$ cat src/rtl/load_store_unit.sv
// Load/store unit: single-request initiator for a word-wide data memory.
// Sub-word stores are read-modify-write; sub-word loads are extended.
module load_store_unit #(
    parameter int ADDR_W = 5
) (
    input  logic              clock,
    input  logic              resetn,
    input  logic              req,
    input  logic              we,
    input  logic [1:0]        size,
    input  logic              signedLoad,
    input  logic [ADDR_W-1:0] addr,
    input  logic [31:0]       wdata,
    output logic              ready,
    output logic              done,
    output logic              err,
    output logic [31:0]       rdata,
    output logic [ADDR_W-1:0] memAddress,
    output logic              memRead,
    output logic              memWrite,
    output logic [31:0]       memWriteData,
    input  logic [31:0]       memReadData
);

    localparam logic [1:0] S_IDLE = 2'd0;
    localparam logic [1:0] S_RD   = 2'd1;
    localparam logic [1:0] S_WR   = 2'd2;
    localparam logic [1:0] S_RESP = 2'd3;

    localparam logic [1:0] SZ_BYTE = 2'b00;
    localparam logic [1:0] SZ_HALF = 2'b01;
    localparam logic [1:0] SZ_WORD = 2'b10;

    logic [1:0]        state_q, state_d;
    logic              we_q, we_d;
    logic [1:0]        size_q, size_d;
    logic              sgn_q, sgn_d;
    logic [ADDR_W-1:0] addr_q, addr_d;
    logic [31:0]       wdata_q, wdata_d;
    logic [31:0]       hold_q, hold_d;
    logic [31:0]       rdata_q, rdata_d;
    logic              err_q, err_d;

    logic              bad_req;
    logic [7:0]        ld_byte;
    logic [15:0]       ld_half;
    logic [31:0]       ld_word;
    logic [31:0]       wr_word;

    always_comb begin
        bad_req = 1'b0;
        unique case (size)
            SZ_BYTE: bad_req = 1'b0;
            SZ_HALF: bad_req = addr[0];
            SZ_WORD: bad_req = (addr[1:0] != 2'b00);
            default: bad_req = 1'b1;
        endcase
    end

    // Lane extraction from the word returned by memory during RD.
    always_comb begin
        ld_byte = memReadData[{addr_q[1:0], 3'b000} +: 8];
        ld_half = memReadData[{addr_q[1], 4'b0000} +: 16];
        ld_word = memReadData;
        unique case (size_q)
            SZ_BYTE: ld_word = sgn_q ? {{24{ld_byte[7]}}, ld_byte}
                                     : {24'h0, ld_byte};
            SZ_HALF: ld_word = sgn_q ? {{16{ld_half[15]}}, ld_half}
                                     : {16'h0, ld_half};
            default: ld_word = memReadData;
        endcase
    end

    // Merge the store lane into the word captured during RD.
    always_comb begin
        wr_word = hold_q;
        unique case (size_q)
            SZ_BYTE: wr_word[{addr_q[1:0], 3'b000} +: 8] = wdata_q[7:0];
            SZ_HALF: wr_word[{addr_q[1], 4'b0000} +: 16] = wdata_q[15:0];
            default: wr_word = wdata_q;
        endcase
    end

    always_comb begin
        state_d = state_q;
        we_d    = we_q;
        size_d  = size_q;
        sgn_d   = sgn_q;
        addr_d  = addr_q;
        wdata_d = wdata_q;
        hold_d  = hold_q;
        rdata_d = rdata_q;
        err_d   = err_q;
        unique case (state_q)
            S_IDLE: begin
                if (req) begin
                    we_d    = we;
                    size_d  = size;
                    sgn_d   = signedLoad;
                    addr_d  = addr;
                    wdata_d = wdata;
                    err_d   = bad_req;
                    if (bad_req)
                        state_d = S_RESP;
                    else if (we && size == SZ_WORD)
                        state_d = S_WR;
                    else
                        state_d = S_RD;
                end
            end
            S_RD: begin
                hold_d = memReadData;
                if (we_q) begin
                    state_d = S_WR;
                end else begin
                    rdata_d = ld_word;
                    state_d = S_RESP;
                end
            end
            S_WR:   state_d = S_RESP;
            S_RESP: state_d = S_IDLE;
            default: state_d = S_IDLE;
        endcase
    end

    always_ff @(posedge clock) begin
        if (!resetn) begin
            state_q <= S_IDLE;
            we_q    <= 1'b0;
            size_q  <= 2'b00;
            sgn_q   <= 1'b0;
            addr_q  <= '0;
            wdata_q <= 32'h0;
            hold_q  <= 32'h0;
            rdata_q <= 32'h0;
            err_q   <= 1'b0;
        end else begin
            state_q <= state_d;
            we_q    <= we_d;
            size_q  <= size_d;
            sgn_q   <= sgn_d;
            addr_q  <= addr_d;
            wdata_q <= wdata_d;
            hold_q  <= hold_d;
            rdata_q <= rdata_d;
            err_q   <= err_d;
        end
    end

    // Strobes are gated by resetn so a reset edge never commits a write.
    assign ready        = resetn && (state_q == S_IDLE);
    assign done         = resetn && (state_q == S_RESP);
    assign err          = done && err_q;
    assign memRead      = resetn && (state_q == S_RD);
    assign memWrite     = resetn && (state_q == S_WR);
    assign memAddress   = {addr_q[ADDR_W-1:2], 2'b00};
    assign memWriteData = wr_word;
    assign rdata        = rdata_q;

endmodule

$ cat config.mk
export PLATFORM = sky130hd
export DESIGN_NAME = load_store_unit
export DESIGN_NICKNAME = d
export VERILOG_FILES = /design/src/rtl/load_store_unit.sv
export SDC_FILE = /design/constraint.sdc
export NUM_CORES = 1
export LEC_CHECK = 0
export CORE_ASPECT_RATIO = 0.9
export CORE_UTILIZATION = 49
export CTS_BUF_LIST = sky130_fd_sc_hd__clkbuf_16
export CTS_CLUSTER_SIZE = 30
export DETAILED_ROUTE_END_ITERATION = 8
export PLACE_DENSITY = 0.89
export SLEW_MARGIN = 10
export SYNTH_ARGS = -nofsm -noshare
export SYNTH_HDL_FRONTEND = slang
export SYNTH_SLANG_ARGS = --single-unit
$ cat constraint.sdc
create_clock -name clock -period 4.5 [get_ports clock]
set_input_delay 1.35 -clock clock [delete_from_list [all_inputs] [get_ports clock]]
set_output_delay 1.35 -clock clock [all_outputs]
set_load 0.005 [all_outputs]
# == After elaboration in Yosys (flattened, before gate mapping) ==
# Cells that the tools add are included.
# word_totals
input_bits,76
elab_cells,49
reg_bits,108
# op_classes
n_reduce_logical,12
shifts,6
n_addsub,2
mux,12
eq_ne,7
n_bitwise,1
# op_table
op,n
$pmux W32 S2,2
$bwmux W32,2
$mux W32,2
$shift A16 B7 Y32 const A,1
$shift A8 B7 Y32 const A,1
$shiftx A16 B7 Y32,1
$shiftx A32 B6 Y16,1
$shiftx A32 B6 Y8,1
$shiftx A8 B7 Y32,1
$neg A5 Y7,2
$pmux W2 S4,1
$eq A2 B1 Y1 const B,3
$eq A2 B2 Y1 const B,3
$logic_and A1 B1 Y1,6
$logic_not A2 Y1,3
$mux W2,3
$reduce_and A2 Y1,2
$pmux W1 S3,1
$ne A2 B2 Y1 const B,1
$reduce_bool A2 Y1,1
$mux W1,1
$not A1 Y1,1

# == Logic depth before layout (Yosys ltp) ==
# depth
ltp_word,6
ltp_mapped,9
depth_no_buf,5

# == Least setup slack after synthesis ==
# OpenSTA, ideal clock, no wires.
# synth_path
path_kind,register to output
startpoint,register addr_q[1]
endpoint,output memWriteData[16]
arrival_time_ns,2.298
setup_slack_ns,0.852
path_stages_with_launch,9
path_cell_list,dfxtp_1 > buf_4 > buf_4 > buf_2 > inv_1 > ha_1 > or3b_4 > o32ai_4 > a221o_1
# synth_between
elab_chain_len,4
elab_cells_between_ends,9
cone_classes,add/sub: 2; shift: 4; mux: 3
# synth_lines
item,line_no,source
start: declaration,38,"logic [ADDR_W-1:0] addr_q, addr_d;"
start signal: assignment,142,addr_q <= addr_d;
"$neg A5 Y7, on equally long branches","79, 78",
"$shiftx A16 B7 Y32, or another cell as far along",79,"SZ_HALF: wr_word[{addr_q[1], 4'b0000} +: 16] = wdata_q[15:0];"
"$bwmux W32, on equally long branches","79, 78",
$pmux W32 S2 (*),77,unique case (size_q)
end: declaration,21,"output logic [31:0] memWriteData,"
# Every way passes the cells marked *; elsewhere a longest branch is shown, timed or not.

# == Final worst setup path ==
# layout_path
startpoint,register addr_q[0]
endpoint,output memWriteData[21]
# layout_between
elab_chain_len,4
elab_cells_between_ends,5
cone_classes,add/sub: 1; shift: 2; mux: 2
# layout_lines
item,line_no,source
$neg A5 Y7 (*),78,"SZ_BYTE: wr_word[{addr_q[1:0], 3'b000} +: 8] = wdata_q[7:0];"
$shiftx A8 B7 Y32 or $shift A8 B7 Y32 (tied branches),78,
$bwmux W32 (*),78,
$pmux W32 S2 (*),77,
# Marked as above.

==> metrics.cfg <==
[placed_design]
place_inst=897
gp_congestion=0.866
port_buffers=147
post_dp_cell_area_mm2=0.00715
pre_cts_slack_ns=0.431
dp_hpwl_mm=12.9

[worst_setup_path]
r2r_cells=6
cp_max_fo=11
worstPathRequired_ns=3.15
crit_chain=inv_1, ha_1, or3b_4, o32ai_4, a221o_1, clkdlybuf4s50_1
rr_endpoint=rdata[12]
cp_slowest_cell=clkdlybuf4s50_1
max_stage_delay_ns=0.52
crit_path_end_kind=output pin
crit_arrival_ns=2.96
crit_buf_inv=2
rr_startpoint=state_q[1]
critical_path.top_delay_family=compound AO/OA/AOI/OAI gates
r2r_slack_ns=1.80
critPathLaunchType=flop
path_class=reg2out

[route]
post_drt_via_cell_ratio=5.98
wl_per_cell_um=19.7
drc=0
ant_nets=0
drt_first_pass_iters=5
first_iter_violations=451
wl_mm=18.0
vias=5459

[die]
num_rows=36
die_w_um=116
initial_utilization_pct=51.4
die_area_mm2=0.0121
ioPinCount=150
core_area_mm2=0.0111
die_h_um=104

[clocking]
clk_path_buf_depth=2
clkTransAtPathRegs_ns=0.07
cts_sinks=108
cts_tree=built
cts_buffers=9
cts-root-buf=clkbuf_16
clkLatencyLatePin_ns=0.35
post_cts_buffers=0
cts_htree_levels=3

[timing]
tightest_slew_ns=1.10
fin_skew_ns=0.00549
layout_setup_ws_ns=0.193
setup_tns_ns=0
hold_ws_ns=0.462
slew_headroom_pct=26.8
setup_viol=0
period_needed_ns=4.31
max_freq_mhz=232
hold_viol=0
period_share_pct=95.7
slew_viol_final=0
rsz0062_at_grt=false

[global_routing]
grt_max_degree=80
grt_pass1_vias=5260
grt_pass1_wl_mm=28.1
grtUsageTotal_pct=30.3
antenna_found_initial=0
gr-total-overflow=0

[pwr]
powerDensity_mw_per_mm2=516
p_leak_nw=2.67
max-vdd-ir-drop_v=0.000408
power_mw=3.83

[finish]
drive_above_1_share_pct=5.12
fin_nets=842
postLayoutCellArea_mm2=0.00742
final_util_pct=66.9
finalNonFillerCells=913
area_growth_pct=30.1
n_antenna_cell=0

[hold_path]
min_from=wdata_q[20]
hold_path_class=reg2reg
min_delay_path_depth=2
hold_path_end=wdata_q[20]

[yosys]
syn_avg_cell_area_um2=8.81
yosys.area.top_type=dfxtp_1
netlist_instances=647
yosysTopAreaCellShare_pct=37.9
syn_area_mm2=0.00570
ys.warnings.count=0
async_flop_share_pct=0
synth-seq-cells=108
synth_top_cells_by_area=dfxtp_1 38%, mux2i_1 7.0%, nand2_1 7.0%
synth_edf_count=0
synth_seq_area_share_pct=37.9
synth.distinct_cells=52
synthFlopType=dfxtp_1

[run_status]
status=complete, no violations

[run]
maxCapViolCount=0

## worst min-delay path: stages (launching register included)
cell	delay, ns
dfxtp_1	0.31
nand2_1	0.04
a21boi_0	0.06
## timing repair
action,4_1_cts,5_1_grt
endpoints found under the setup margin,0,8
gates resized for setup,0,1
hold buffers,0,0
## synth_stat cells (14+ instances only)
| cell type | n |
|---|---|
| dfxtp_1 | 108 |
| nand2_1 | 106 |
| nor2b_1 | 50 |
| a21boi_0 | 42 |
| mux2i_1 | 40 |
| o21ai_0 | 40 |
| a31oi_1 | 35 |
| clkbuf_1 | 32 |
| a21oi_1 | 25 |
| a221o_1 | 16 |
| and3b_1 | 16 |
| and2_1 | 14 |
## power by group
group / switching (mW) / total (mW) / internal (mW)
registers: 0.210 / 1.43 / 1.22
logic: 0.841 / 1.68 / 0.843
clock network: 0.348 / 0.716 / 0.368
total: 1.40 / 3.83 / 2.43
## kinds of logic after synthesis
| logic type | count (synthesis) | synth area share, % |
|---|---|---|
| multiplexers | 50 | 9.20 |
| AO/OA/AOI/OAI | 206 | 26.0 |
| other | 1 | 0.0658 |
| adder cells (fa/ha/maj) | 10 | 2.19 |
| AND/OR/NAND/NOR | 205 | 19.1 |
| buffers and inverters | 67 | 5.47 |
| flip-flops | 108 | 37.9 |
## cells in the final DEF, fill, tap and decap left out, drive strengths merged, types with 2 or more instances in the layout
cell,synthesis,final
clkinv,0,4
dfxtp,108,108
a21boi,42,42
and3b,16,16
o21a,8,8
a22o,7,7
clkbuf,32,9
o21ai,40,40
clkdlybuf4s50,0,146
buf,28,11
a221oi,7,7
nor2b,51,51
nand2b,4,4
inv,7,9
o32ai,2,2
and2,14,14
nand2,106,106
and3,2,2
o221ai,8,8
a21oi,25,25
a31oi,36,36
a211oi,2,2
conb,1,2
nor2,2,2
a221o,16,16
mux2i,40,40
ha,10,10
mux2,9,9
a41oi,8,8
## sequential cells by signal, indices dropped and copies added, names as in the netlist
signal   flops
hold_q      32
rdata       32
wdata_q     32
addr_q       5
size_q       2
state_q      2
err_q        1
sgn_q        1
we_q         1
## routing by layer
layer | part of all wire, % | wire, µm | track usage (%) | vias up
met5 | 0 | 0 | 0 | -
li1 | - | - | - | 2540
met3 | 8.8 | 1590 | 9.09 | 41
met4 | 2.3 | 411 | 8.52 | 0
met2 | 46 | 8340 | 48.2 | 271
met1 | 42 | 7620 | 39.4 | 2607
## layout make-up
class	instances	area (µm²)
fillers	890	3660
multi-input cells	473	3230
flip-flops and latches	108	2160
repair buffers	157	1540
clock buffers	9	225
well taps	152	190
clock inverters	7	36.3
inverters	7	26.3
## how the worst max path moves through the flow
stage,from,endpoint,cells after the start
2_1_floorplan,addr_q[1],memWriteData[16],8
3_5_place_dp,addr_q[0],memWriteData[21],6
3_3_place_gp,addr_q[0],memWriteData[23],6
4_1_cts,addr_q[0],memWriteData[21],6
5_1_grt,addr_q[0],memWriteData[21],6
6_report,addr_q[0],memWriteData[21],6
No activity file was read; power rests on OpenSTA's default activity.
